===== src/rtl/alu_pkg.sv =====
// Shared ALU encodings: control codes, operand-stage op classes, register index width.
package alu_pkg;

    localparam int REG_IDX_W = 5;

    localparam logic [3:0] ALU_ADD = 4'b0000;
    localparam logic [3:0] ALU_SUB = 4'b0001;
    localparam logic [3:0] ALU_XOR = 4'b0010;
    localparam logic [3:0] ALU_OR  = 4'b0011;
    localparam logic [3:0] ALU_AND = 4'b0100;
    localparam logic [3:0] ALU_SLL = 4'b0101;
    localparam logic [3:0] ALU_SRL = 4'b0110;
    localparam logic [3:0] ALU_SLT = 4'b0111;

    localparam logic [1:0] OPC_R      = 2'b00;
    localparam logic [1:0] OPC_I      = 2'b01;
    localparam logic [1:0] OPC_LDST   = 2'b10;
    localparam logic [1:0] OPC_BRANCH = 2'b11;

endpackage


===== src/rtl/alu_operand_stage_if.sv =====
// Upstream decode, forwarding and downstream ALU handshake bundle for the operand stage.
interface alu_operand_stage_if #(parameter int n = 32);
    import alu_pkg::*;

    logic                 in_valid;
    logic                 in_ready;
    logic [n-1:0]         in_rs1_data;
    logic [n-1:0]         in_rs2_data;
    logic [REG_IDX_W-1:0] in_rs1_addr;
    logic [REG_IDX_W-1:0] in_rs2_addr;
    logic [REG_IDX_W-1:0] in_rd_addr;
    logic [n-1:0]         in_imm;
    logic [1:0]           in_op_class;
    logic [2:0]           in_funct3;
    logic                 in_funct7b5;
    logic                 ex_fwd_valid;
    logic [REG_IDX_W-1:0] ex_fwd_rd;
    logic [n-1:0]         ex_fwd_data;
    logic                 wb_fwd_valid;
    logic [REG_IDX_W-1:0] wb_fwd_rd;
    logic [n-1:0]         wb_fwd_data;
    logic                 flush;
    logic                 out_valid;
    logic                 out_ready;
    logic [n-1:0]         A;
    logic [n-1:0]         B;
    logic [3:0]           alu_ctrl;
    logic [REG_IDX_W-1:0] out_rd_addr;
    logic                 out_rd_we;

    modport master (
        output in_valid, in_rs1_data, in_rs2_data, in_rs1_addr, in_rs2_addr, in_rd_addr,
               in_imm, in_op_class, in_funct3, in_funct7b5,
               ex_fwd_valid, ex_fwd_rd, ex_fwd_data, wb_fwd_valid, wb_fwd_rd, wb_fwd_data,
               flush, out_ready,
        input  in_ready, out_valid, A, B, alu_ctrl, out_rd_addr, out_rd_we
    );

    modport slave (
        input  in_valid, in_rs1_data, in_rs2_data, in_rs1_addr, in_rs2_addr, in_rd_addr,
               in_imm, in_op_class, in_funct3, in_funct7b5,
               ex_fwd_valid, ex_fwd_rd, ex_fwd_data, wb_fwd_valid, wb_fwd_rd, wb_fwd_data,
               flush, out_ready,
        output in_ready, out_valid, A, B, alu_ctrl, out_rd_addr, out_rd_we
    );

endinterface


===== src/rtl/alu_ctrl_decode.sv =====
// Combinational op-class/funct decode to ALU control code, shift flag and class write enable.
// Latency 0; no handshake.
module alu_ctrl_decode
    import alu_pkg::*;
(
    input  logic [1:0] op_class,
    input  logic [2:0] funct3,
    input  logic       funct7b5,
    output logic [3:0] alu_ctrl,
    output logic       is_shift,
    output logic       rd_we
);

    always_comb begin
        alu_ctrl = ALU_ADD;
        case (op_class)
            OPC_LDST:   alu_ctrl = ALU_ADD;
            OPC_BRANCH: alu_ctrl = ALU_SUB;
            default: begin
                case (funct3)
                    3'b000:  alu_ctrl = (op_class == OPC_R && funct7b5) ? ALU_SUB : ALU_ADD;
                    3'b001:  alu_ctrl = ALU_SLL;
                    3'b010,
                    3'b011:  alu_ctrl = ALU_SLT;
                    3'b100:  alu_ctrl = ALU_XOR;
                    // no arithmetic shift in this ALU: funct7b5 is ignored here
                    3'b101:  alu_ctrl = ALU_SRL;
                    3'b110:  alu_ctrl = ALU_OR;
                    default: alu_ctrl = ALU_AND;
                endcase
            end
        endcase
    end

    assign is_shift = (alu_ctrl == ALU_SLL) || (alu_ctrl == ALU_SRL);
    assign rd_we    = (op_class != OPC_BRANCH);

endmodule


===== src/rtl/alu_operand_stage.sv =====
// Operand stage ahead of the ALU: forwarding, operand select, single-entry registered buffer.
// Latency 1 cycle; holds outputs stable while out_ready is low, in_ready = !out_valid | out_ready.
module alu_operand_stage
    import alu_pkg::*;
#(
    parameter int n   = 32,
    parameter int SHW = $clog2(n)
) (
    input logic                clk,
    input logic                rst,
    alu_operand_stage_if.slave bus
);

    function automatic logic [n-1:0] resolve(
        input logic [REG_IDX_W-1:0] idx,
        input logic [n-1:0]         rf_data,
        input logic                 ex_v,
        input logic [REG_IDX_W-1:0] ex_rd,
        input logic [n-1:0]         ex_d,
        input logic                 wb_v,
        input logic [REG_IDX_W-1:0] wb_rd,
        input logic [n-1:0]         wb_d
    );
        // idx==0 short-circuits, so a forward tagged rd=0 can never win
        if (idx == '0)                   return '0;
        else if (ex_v && ex_rd == idx)   return ex_d;
        else if (wb_v && wb_rd == idx)   return wb_d;
        else                             return rf_data;
    endfunction

    logic [3:0]   dec_ctrl;
    logic         dec_shift;
    logic         dec_we;
    logic [n-1:0] rs1_res;
    logic [n-1:0] rs2_res;
    logic [n-1:0] b_sel;
    logic [n-1:0] b_nxt;
    logic         accept;

    logic                 valid_q;
    logic [n-1:0]         a_q;
    logic [n-1:0]         b_q;
    logic [3:0]           ctrl_q;
    logic [REG_IDX_W-1:0] rd_q;
    logic                 we_q;

    alu_ctrl_decode u_decode (
        .op_class (bus.in_op_class),
        .funct3   (bus.in_funct3),
        .funct7b5 (bus.in_funct7b5),
        .alu_ctrl (dec_ctrl),
        .is_shift (dec_shift),
        .rd_we    (dec_we)
    );

    always_comb begin
        rs1_res = resolve(bus.in_rs1_addr, bus.in_rs1_data,
                          bus.ex_fwd_valid, bus.ex_fwd_rd, bus.ex_fwd_data,
                          bus.wb_fwd_valid, bus.wb_fwd_rd, bus.wb_fwd_data);
        rs2_res = resolve(bus.in_rs2_addr, bus.in_rs2_data,
                          bus.ex_fwd_valid, bus.ex_fwd_rd, bus.ex_fwd_data,
                          bus.wb_fwd_valid, bus.wb_fwd_rd, bus.wb_fwd_data);
        b_sel = (bus.in_op_class == OPC_I || bus.in_op_class == OPC_LDST) ? bus.in_imm : rs2_res;
        b_nxt = b_sel;
        if (dec_shift) begin
            b_nxt          = '0;
            b_nxt[SHW-1:0] = b_sel[SHW-1:0];
        end
    end

    assign bus.in_ready = !valid_q || bus.out_ready;
    assign accept       = bus.in_valid && bus.in_ready && !bus.flush;

    always_ff @(posedge clk) begin
        if (rst) begin
            valid_q <= 1'b0;
            a_q     <= '0;
            b_q     <= '0;
            ctrl_q  <= ALU_ADD;
            rd_q    <= '0;
            we_q    <= 1'b0;
        end else if (bus.flush) begin
            valid_q <= 1'b0;
            we_q    <= 1'b0;
        end else if (accept) begin
            valid_q <= 1'b1;
            a_q     <= rs1_res;
            b_q     <= b_nxt;
            ctrl_q  <= dec_ctrl;
            rd_q    <= bus.in_rd_addr;
            we_q    <= dec_we && (bus.in_rd_addr != '0);
        end else if (valid_q && bus.out_ready) begin
            // drained with nothing behind it: data holds, write enable drops
            valid_q <= 1'b0;
            we_q    <= 1'b0;
        end
    end

    assign bus.out_valid   = valid_q;
    assign bus.A           = a_q;
    assign bus.B           = b_q;
    assign bus.alu_ctrl    = ctrl_q;
    assign bus.out_rd_addr = rd_q;
    assign bus.out_rd_we   = we_q;

endmodule

===== src/flat_wrapper.sv =====
// flat-port wrapper written by rule: the top's interface ports become plain ports
module alu_operand_stage_flat import alu_pkg::*;
#(
    parameter int n   = 32,
    parameter int SHW = $clog2(n)
)
  (clk, rst, bus_in_valid, bus_in_rs1_data, bus_in_rs2_data, bus_in_rs1_addr, bus_in_rs2_addr, bus_in_rd_addr, bus_in_imm, bus_in_op_class, bus_in_funct3, bus_in_funct7b5, bus_ex_fwd_valid, bus_ex_fwd_rd, bus_ex_fwd_data, bus_wb_fwd_valid, bus_wb_fwd_rd, bus_wb_fwd_data, bus_flush, bus_out_ready, bus_in_ready, bus_out_valid, bus_A, bus_B, bus_alu_ctrl, bus_out_rd_addr, bus_out_rd_we);
  alu_operand_stage_if #(.n(n)) bus_i ();
  input logic clk;
  input logic rst;
  input wire logic [$bits(bus_i.in_valid)-1:0] bus_in_valid;
  input wire logic [$bits(bus_i.in_rs1_data)-1:0] bus_in_rs1_data;
  input wire logic [$bits(bus_i.in_rs2_data)-1:0] bus_in_rs2_data;
  input wire logic [$bits(bus_i.in_rs1_addr)-1:0] bus_in_rs1_addr;
  input wire logic [$bits(bus_i.in_rs2_addr)-1:0] bus_in_rs2_addr;
  input wire logic [$bits(bus_i.in_rd_addr)-1:0] bus_in_rd_addr;
  input wire logic [$bits(bus_i.in_imm)-1:0] bus_in_imm;
  input wire logic [$bits(bus_i.in_op_class)-1:0] bus_in_op_class;
  input wire logic [$bits(bus_i.in_funct3)-1:0] bus_in_funct3;
  input wire logic [$bits(bus_i.in_funct7b5)-1:0] bus_in_funct7b5;
  input wire logic [$bits(bus_i.ex_fwd_valid)-1:0] bus_ex_fwd_valid;
  input wire logic [$bits(bus_i.ex_fwd_rd)-1:0] bus_ex_fwd_rd;
  input wire logic [$bits(bus_i.ex_fwd_data)-1:0] bus_ex_fwd_data;
  input wire logic [$bits(bus_i.wb_fwd_valid)-1:0] bus_wb_fwd_valid;
  input wire logic [$bits(bus_i.wb_fwd_rd)-1:0] bus_wb_fwd_rd;
  input wire logic [$bits(bus_i.wb_fwd_data)-1:0] bus_wb_fwd_data;
  input wire logic [$bits(bus_i.flush)-1:0] bus_flush;
  input wire logic [$bits(bus_i.out_ready)-1:0] bus_out_ready;
  output wire logic [$bits(bus_i.in_ready)-1:0] bus_in_ready;
  output wire logic [$bits(bus_i.out_valid)-1:0] bus_out_valid;
  output wire logic [$bits(bus_i.A)-1:0] bus_A;
  output wire logic [$bits(bus_i.B)-1:0] bus_B;
  output wire logic [$bits(bus_i.alu_ctrl)-1:0] bus_alu_ctrl;
  output wire logic [$bits(bus_i.out_rd_addr)-1:0] bus_out_rd_addr;
  output wire logic [$bits(bus_i.out_rd_we)-1:0] bus_out_rd_we;
  assign bus_i.in_valid = bus_in_valid;
  assign bus_i.in_rs1_data = bus_in_rs1_data;
  assign bus_i.in_rs2_data = bus_in_rs2_data;
  assign bus_i.in_rs1_addr = bus_in_rs1_addr;
  assign bus_i.in_rs2_addr = bus_in_rs2_addr;
  assign bus_i.in_rd_addr = bus_in_rd_addr;
  assign bus_i.in_imm = bus_in_imm;
  assign bus_i.in_op_class = bus_in_op_class;
  assign bus_i.in_funct3 = bus_in_funct3;
  assign bus_i.in_funct7b5 = bus_in_funct7b5;
  assign bus_i.ex_fwd_valid = bus_ex_fwd_valid;
  assign bus_i.ex_fwd_rd = bus_ex_fwd_rd;
  assign bus_i.ex_fwd_data = bus_ex_fwd_data;
  assign bus_i.wb_fwd_valid = bus_wb_fwd_valid;
  assign bus_i.wb_fwd_rd = bus_wb_fwd_rd;
  assign bus_i.wb_fwd_data = bus_wb_fwd_data;
  assign bus_i.flush = bus_flush;
  assign bus_i.out_ready = bus_out_ready;
  assign bus_in_ready = bus_i.in_ready;
  assign bus_out_valid = bus_i.out_valid;
  assign bus_A = bus_i.A;
  assign bus_B = bus_i.B;
  assign bus_alu_ctrl = bus_i.alu_ctrl;
  assign bus_out_rd_addr = bus_i.out_rd_addr;
  assign bus_out_rd_we = bus_i.out_rd_we;
  alu_operand_stage #(.n(n), .SHW(SHW)) u_core (.clk(clk), .rst(rst), .bus(bus_i));
endmodule

===== config.mk =====
export PLATFORM = sky130hd
export DESIGN_NAME = alu_operand_stage_flat
export DESIGN_NICKNAME = d
export VERILOG_FILES = /design/src/rtl/alu_pkg.sv /design/src/rtl/alu_operand_stage_if.sv /design/src/rtl/alu_ctrl_decode.sv /design/src/rtl/alu_operand_stage.sv /design/src/flat_wrapper.sv
export SDC_FILE = /design/constraint.sdc
export NUM_CORES = 1
export LEC_CHECK = 0
export BUFFER_PORTS_ARGS = -buffer_cell sky130_fd_sc_hd__buf_2
export CAP_MARGIN = 40
export CORE_ASPECT_RATIO = 2
export CORE_MARGIN = 8
export CORE_UTILIZATION = 44
export CTS_CLUSTER_SIZE = 40
export DETAILED_ROUTE_END_ITERATION = 6
export MAX_ROUTING_LAYER = met4
export PLACE_DENSITY_LB_ADDON = 0.05
export SLEW_MARGIN = 20
export SYNTH_ARGS = -nofsm -noshare
export SYNTH_HDL_FRONTEND = slang
export SYNTH_HIERARCHICAL = 1
export SYNTH_SLANG_ARGS = --single-unit
export TNS_END_PERCENT = 30

===== constraint.sdc =====
create_clock -name clk -period 1.8 [get_ports clk]
set_input_delay 0.18 -clock clk [delete_from_list [all_inputs] [get_ports clk]]
set_output_delay 0.18 -clock clk [all_outputs]
set_load 0.05 [all_outputs]

==> results of run 1 <==
[synth_stat cells, types with 6 or more instances]
library cell | count | share of area [%]
o21ai_0 | 43 | 4.9
nand2_1 | 55 | 4.7
xnor2_1 | 12 | 2.4
a222oi_1 | 27 | 6.1
dfxtp_1 | 75 | 34
a221oi_2 | 30 | 10
mux2i_1 | 27 | 6.1
o21ai_1 | 50 | 5.7
and3_1 | 32 | 4.5
xor2_1 | 8 | 1.6
a211oi_1 | 6 | 1.0
clkbuf_1 | 22 | 1.9
nor2_1 | 12 | 1.0
a21oi_1 | 20 | 2.3
buf_2 | 10 | 1.1
[kinds of logic after synthesis]
logic type                synth area share, %
AOI/OAI and AO/OA                        35.0
xor gates and xnor gates                 3.97
buffers and inverters                    6.15
DFF                                      34.0
muxes                                    6.12
other                                  0.0849
and+or+nand+nor                          14.7
[power groups by stage]
stage	registers, mW	clock network, mW	logic (mW)
6_report	1.81	2.01	1.32
2_1_floorplan	2.17	0	0.450
4_1_cts	1.81	2.05	1.32
5_1_grt	1.82	2.10	1.41
3_5_place_dp	1.84	0	1.31
3_3_place_gp	1.84	0	1.30
[per-layer routing]
layer	routed length, um	GRT usage [%]
met1	7120	31.0
met2	8990	42.8
met3	1670	6.03
met4	406	10.3
met5	0	-
[flip-flops by register name, indices dropped and copies added, names as in the netlist]
signal	count
u_core/bus.alu_ctrl	4
u_core/bus.A	32
u_core/bus.out_rd_we	1
u_core/bus.out_rd_addr	5
u_core/bus.out_valid	1
u_core/bus.B	32
[stage by stage]
step | instance area [um2] | utilization [%] | worst slack [ns] | instances | setup TNS, ns
floorplan | 4430 | - | 0.000662 | 491 | 0
global placement | 6110 | 61.3 | -0.354 | 893 | -9.27
detailed placement | 6110 | 61.4 | -0.115 | 893 | -1.30
CTS | 6440 | 64.7 | 0.120 | 909 | 0
global route | 6440 | 64.7 | 0.0256 | 911 | 0
finish | 6450 | 64.8 | 0.112 | 912 | 0
[area by class of cell]
type / instances / share of cell area [%]
Tap cell: 135 / 2.62
Timing Repair Buffer: 311 / 27.0
Clock inverter: 5 / 1.32
Clock buffer: 11 / 3.76
Antenna cell: 3 / 0.116
Sequential cell: 75 / 23.3
Multi-Input combinational cell: 368 / 41.7
Inverter: 4 / 0.233
[tightest hold or removal path: cells and delay by family]
| kind | cells | cell delay (ns) |
|---|---|---|
| AO/OA/AOI/OAI | 2 | 0.14 |
| buffers and inverters | 1 | 0.08 |
[worst min path at each step]
stage	start	end	cells past startpoint
floorplan	bus_flush	u_core/bus.out_valid$_SDFFE_PP0P_	1
global placement	bus_in_imm[7]	u_core/bus.B[7]$_SDFFE_PP0P_	3
detailed placement	bus_in_imm[29]	u_core/bus.B[29]$_SDFFE_PP0P_	3
CTS	bus_in_imm[20]	u_core/bus.B[20]$_SDFFE_PP0P_	3
global route	bus_in_imm[19]	u_core/bus.B[19]$_SDFFE_PP0P_	3
finish	bus_in_imm[20]	u_core/bus.B[20]$_SDFFE_PP0P_	3
==> results.cfg, run 1 <==
[sta]
min_period_ns = 1.69
hold_viol = 0
skew_ns = 0.00947
timing.hold.ws_ns = 0.0817
finalSetupViolations = 0
rsz0062_at_grt = false
slew_viol_final = 0
tightest_slew_ns = 0.794
post-route-period-util_pct = 93.8
fmax_mhz = 592
slew_headroom_pct = 47.0

[critical_path]
critPathCaptureType = flip-flop
worstSetupPathDepth = 6
worstReg2RegEnd = u_core/bus.B[30]$_SDFFE_PP0P_
r2r-start = u_core/bus.out_valid$_SDFFE_PP0P_
path_buf_inv = 2
cp_max_fo = 16
max_stage_delay_ns = 0.40
start_kind = flip-flop
cpMaxStageDelayCell = or3b_1
arrival_ns = 1.93
worstSetupEndpoint = u_core/bus.B[30]$_SDFFE_PP0P_
ff2ff_setup_slack_ns = 0.11
crit_path_start = u_core/bus.out_valid$_SDFFE_PP0P_
worstSetupPathType = reg -> reg
path_cells = nand2b_4 > nand3_1 > buf_4 > or3b_1 > buf_4 > o21ai_0
worst_path_dominant_cell_family = simple AND/OR/NAND/NOR gates
cp_data_required_time_ns = 2.05
crit_top_cell = buf_4
reg2regPathDepth = 6

[cts]
clockBufferDepth = 2
htree_num_levels = 3
cts_tree = yes
cts_sinks = 75
postCtsSetupRepairBufs = 0
cts_hold_buf = 0
path_clk_slew_ns = 0.07
insertion_delay_ns = 0.34
cts_buffers = 9
cts_resized = 0
cts_root_buf = clkbuf_16

[yosys]
seq_area_frac_synth_pct = 34.0
syn_nets = 689
synth_cells = 491
synth_cell_type_count = 49
syn_avg_cell_area_um2 = 8.99
synthArstFlopShare_pct = 0
yosys_warnings = 6
ys.flop_type = dfxtp_1
synth_edf_count = 0
synth-seq-cells = 75
synthesis.area_um2 = 4420

[global_routing]
grt_max_degree = 33
groute.usage.overall_pct = 26.5
grt_pass1_vias = 5290
grt_pass1_wl_mm = 27.7
antenna_found_initial = 2
grt_overflow = 0

[pwr]
power_switching_mw = 1.64
internal_power_mw = 3.51
p_seq_share_pct = 35.2
p_leak_nw = 2.93
power.share.clock_pct = 39.1
p_sw_share_pct = 31.8
power_density_nw_per_um2 = 797
p_comb_share_pct = 25.7
p_total_mw = 5.14
vdd_drop_max_mv = 0.508

[floorplan]
ios = 274
die_w_um = 86.8
die_y_um = 158
start_util_pct = 44.4
core.rowCount = 52
core_area_um2 = 9950
die_area_um2 = 13700

[placed_design]
dp_hpwl_mm = 14.0
gp_congestion = 0.877
portBuffers = 273

[finish]
syn_to_final_growth_pct = 46.0
finalNetCount = 967
seqCellArea_um2 = 1500
layout_commonest_cell = buf_2
multi_input_area_um2 = 2690
drive_gt1_share_pct = 48.6
fillers = 915
layout_common_cells = buf_2 (273), dfxtp_1 (74), nand2_1 (55), o21ai_1 (50), o21ai_0 (43)

[route]
vias = 5154
via_per_inst = 5.65
wl_per_cell_um = 19.9
dr.pass1.iters = 6
ant_nets = 0
first_iter_violations = 441
drc_errors = 0
wl_mm = 18.2

[flow_run]
maxCapViolations = 0

[outcome]
status = completed

[hold_path]
holdCritPathClass = in -> reg
Power figures use the tool's default switching activity.
==> inputs of run 2 (changes only) <==
- REMOVE_ABC_BUFFERS: not set -> 1
==> results.cfg, run 2 (synthesized netlist as in run 1, its figures left out) <==
[global_routing]
antenna_found_initial = 0
grt_max_degree = 60
grt_pass1_vias = 5206
groute.usage.overall_pct = 25.2
grt_overflow = 0
grt_pass1_wl_mm = 26.6

[route]
wl_mm = 17.9
via_per_inst = 5.66
first_iter_violations = 382
drc_errors = 0
ant_nets = 0
wl_per_cell_um = 19.8
vias = 5115
dr.pass1.iters = 7

[sta]
slew_headroom_pct = 65.0
finalSetupViolations = 0
hold_viol = 0
timing.hold.ws_ns = 0.0813
min_period_ns = 1.66
skew_ns = 0.00549
slew_viol_final = 0
post-route-period-util_pct = 92.0
tns_ns = 0
fmax_mhz = 604
tightest_slew_ns = 0.524
rsz0062_at_grt = false

[critical_path]
start_kind = input pin
critPathCaptureType = flip-flop
path_cells = buf_2 > buf_4 > xor2_1 > buf_4 > a21oi_2 > nor4b_4 > buf_12 > a222oi_1 > o21ai_0
cpMaxStageDelayCell = xor2_1
worst_path_dominant_cell_family = buffers and inverters
worstSetupPathType = in -> reg
path_buf_inv = 4
cp_max_fo = 27
max_stage_delay_ns = 0.35
arrival_ns = 1.86
cp_data_required_time_ns = 2.00
crit_top_cell = buf_4

[floorplan]
core_area_um2 = 9950
die_y_um = 158
die_area_um2 = 13700
ios = 274
start_util_pct = 44.4
die_w_um = 86.8
core.rowCount = 52

[pwr]
vdd_drop_max_mv = 0.492
power_density_nw_per_um2 = 783
p_total_mw = 5.03
p_leak_nw = 2.91

[outcome]
status = completed

[cts]
cts_root_buf = clkbuf_16
htree_num_levels = 3
cts_sinks = 75
path_clk_slew_ns = 0.06
cts_tree = yes
postCtsSetupRepairBufs = 0
clockBufferDepth = 2
cts_buffers = 9
insertion_delay_ns = 0.33

[flow_run]
maxCapViolations = 0

[finish]
fillers = 895
layout_common_cells = buf_2 (273), dfxtp_1 (75), nand2_1 (55), o21ai_1 (50), o21ai_0 (43)
finalNetCount = 962
layout_commonest_cell = buf_2
drive_gt1_share_pct = 48.0
syn_to_final_growth_pct = 45.5

[placed_design]
gp_congestion = 0.909
portBuffers = 273
dp_hpwl_mm = 13.2

[hold_path]
holdCritPathClass = in -> reg
-- run 2: worst paths after layout --
path | cells after the start | slack [ns] | startpoint | end
worst min-delay path | 3 | 0.08 | bus_in_imm[31] | u_core/bus.B[31]$_SDFFE_PP0P_
worst min register to register | 2 | 0.44 | u_core/bus.A[22]$_SDFFE_PP0P_ | u_core/bus.A[22]$_SDFFE_PP0P_
worst max-delay path | 9 | 0.14 | bus_in_op_class[1] | u_core/bus.B[6]$_SDFFE_PP0P_
worst max register to register | 7 | 0.18 | u_core/bus.out_valid$_SDFFE_PP0P_ | u_core/bus.B[6]$_SDFFE_PP0P_
-- run 2: power breakdown --
group	leakage [nW]	switching (mW)	internal [mW]
logic	2.14	0.834	0.489
registers	0.613	0.0464	1.76
clock network	0.152	0.697	1.20
-- run 2: what timing repair did --
item	4_1_cts	5_1_grt
endpoints found under the setup margin	0	15
resized for setup	0	2
hold buffers	0	0
-- run 2: per-stage QoR --
step	util (%)	std cells	area [um2]	setup WS, ns
after floorplan	-	447	4160	-1.89
after global placement	61.2	887	6090	-0.418
after detailed placement	61.2	887	6100	-0.141
after CTS	64.3	902	6400	0.103
after global routing	64.5	903	6420	0.0221
final	64.5	904	6420	0.145
-- run 2: layout make-up --
class                           count  area, um2  area share, %
Clock buffer                       10        229           3.56
Tap cell                          135        169           2.63
Antenna cell                        1       2.50         0.0389
Clock inverter                      5       78.8           1.23
Inverter                            4       15.0          0.234
Multi-Input combinational cell    369       2700           42.0
Timing Repair Buffer              305       1730           27.0
Sequential cell                    75       1500           23.4
-- run 2: worst min-delay path: stages --
cell,delay [ns]
buf_2,0.08
a222oi_1,0.07
o21ai_0,0.06
-- run 2: metal layers --
layer	routed length (um)	track usage (%)
met3	1630	7.75
met4	348	9.59
met2	8970	41.6
met1	6920	27.6
met5	0	-
==> inputs of run 3 (changes only) <==
- MAX_ROUTING_LAYER: met4 -> not set
==> results.cfg, run 3 (synthesized netlist as in run 1, its figures left out) <==
[finish]
fillers = 895
stdcell_area_um2 = 6420
layout_commonest_cell = buf_2
drive_gt1_share_pct = 48.0
finalNetCount = 962
syn_to_final_growth_pct = 45.5
layout_common_cells = buf_2 (273), dfxtp_1 (75), nand2_1 (55), o21ai_1 (50), o21ai_0 (43)
fin_cells = 904

[global_routing]
grt_pass1_wl_mm = 26.6
antenna_found_initial = 0
grt_pass1_vias = 5194
groute.usage.overall_pct = 24.5
grt_max_degree = 60
grt_overflow = 0

[cts]
insertion_delay_ns = 0.33
clockBufferDepth = 2
cts_resized = 0
cts_sinks = 75
cts_buffers = 9
cts_tree = yes
cts_hold_buf = 0
htree_num_levels = 3
cts_root_buf = clkbuf_16
path_clk_slew_ns = 0.06
postCtsSetupRepairBufs = 0

[critical_path]
path_cells = buf_2 > buf_4 > xor2_1 > buf_4 > a21oi_2 > buf_4 > or3b_1 > buf_12 > o21ai_0
worstReg2RegEnd = u_core/bus.B[28]$_SDFFE_PP0P_
start_kind = input pin
worstSetupEndpoint = u_core/bus.B[28]$_SDFFE_PP0P_
cp_max_fo = 27
crit_path_start = bus_in_op_class[1]
critPathCaptureType = flip-flop
cp_data_required_time_ns = 2.06
crit_top_cell = buf_4
worstSetupPathType = in -> reg
r2r-start = u_core/bus.out_valid$_SDFFE_PP0P_
arrival_ns = 1.90
cpMaxStageDelayCell = or3b_1
reg2regPathDepth = 7
ff2ff_setup_slack_ns = 0.17
max_stage_delay_ns = 0.39

[route]
via_per_inst = 5.61
drc_errors = 0
wl_per_cell_um = 19.7
first_iter_violations = 384
ant_nets = 0
vias = 5068
dr.pass1.iters = 5
wl_mm = 17.8

[sta]
rsz0062_at_grt = false
tns_ns = 0
slew_viol_final = 0
skew_ns = 0.00361
finalSetupViolations = 0
slew_headroom_pct = 65.9
hold_viol = 0
fmax_mhz = 609
min_period_ns = 1.64
tightest_slew_ns = 0.508
post-route-period-util_pct = 91.3

[placed_design]
portBuffers = 273
placed_area_um2 = 6100
gp_congestion = 0.895
dp_hpwl_mm = 13.2
placed_cells = 887

[floorplan]
die_area_um2 = 13700
ios = 274
start_util_pct = 44.4
die_y_um = 158
core.rowCount = 52
die_w_um = 86.8
core_area_um2 = 9950

[flow_run]
maxCapViolations = 0

[pwr]
p_leak_nw = 2.91
power_density_nw_per_um2 = 782
vdd_drop_max_mv = 0.491
p_total_mw = 5.02

[outcome]
status = completed

[hold_path]
holdCritPathClass = in -> reg
hp-start = bus_in_imm[31]
holdPathStages = 3
run 3: power by group:
part           internal [mW]  leakage (nW)  switching, mW
Combinational          0.489          2.14          0.833
Sequential              1.76         0.613         0.0467
Clock                   1.20         0.152          0.694
run 3: area by class of cell:
class / instances / area, um2 / area share, %
Multi-Input combinational cell: 369 / 2700 / 42.0
Inverter: 4 / 15.0 / 0.234
Antenna cell: 1 / 2.50 / 0.0389
Clock buffer: 10 / 229 / 3.56
Timing Repair Buffer: 305 / 1730 / 27.0
Clock inverter: 5 / 78.8 / 1.23
Tap cell: 135 / 169 / 2.63
Sequential cell: 75 / 1500 / 23.4
run 3: how the worst min path moves through the flow:
stage | slack (ns) | endpoint
floorplan | 0.25 | u_core/bus.alu_ctrl[0]$_SDFFE_PP0P_
global placement | 0.42 | u_core/bus.B[7]$_SDFFE_PP0P_
CTS | 0.08 | u_core/bus.B[31]$_SDFFE_PP0P_
global route | 0.09 | u_core/bus.B[22]$_SDFFE_PP0P_
finish | 0.08 | u_core/bus.B[31]$_SDFFE_PP0P_
detailed placement | 0.43 | u_core/bus.B[31]$_SDFFE_PP0P_
run 3: worst max-delay path: cells and delay by family:
| kind | cells | cell delay (ns) |
|---|---|---|
| buf+inv | 5 | 0.79 |
| compound gates | 2 | 0.32 |
| xor+xnor | 1 | 0.21 |
| simple gates | 1 | 0.39 |
run 3: per-layer routing:
layer	up-vias	wire length (um)	track usage, %
li1	2440	-	-
met1	2333	6830	26.8
met2	270	8840	41.6
met3	25	1820	9.05
met4	0	338	9.59
met5	-	0	0
run 3: stage by stage:
stage	utilization [%]	hold WS, ns	setup WS, ns
after floorplan	-	0.249	-1.89
final	64.5	0.0838	0.157
after CTS	64.3	0.0773	0.103
after global routing	64.5	0.0911	0.0228
after detailed placement	61.2	0.428	-0.141
after global placement	61.2	0.418	-0.418
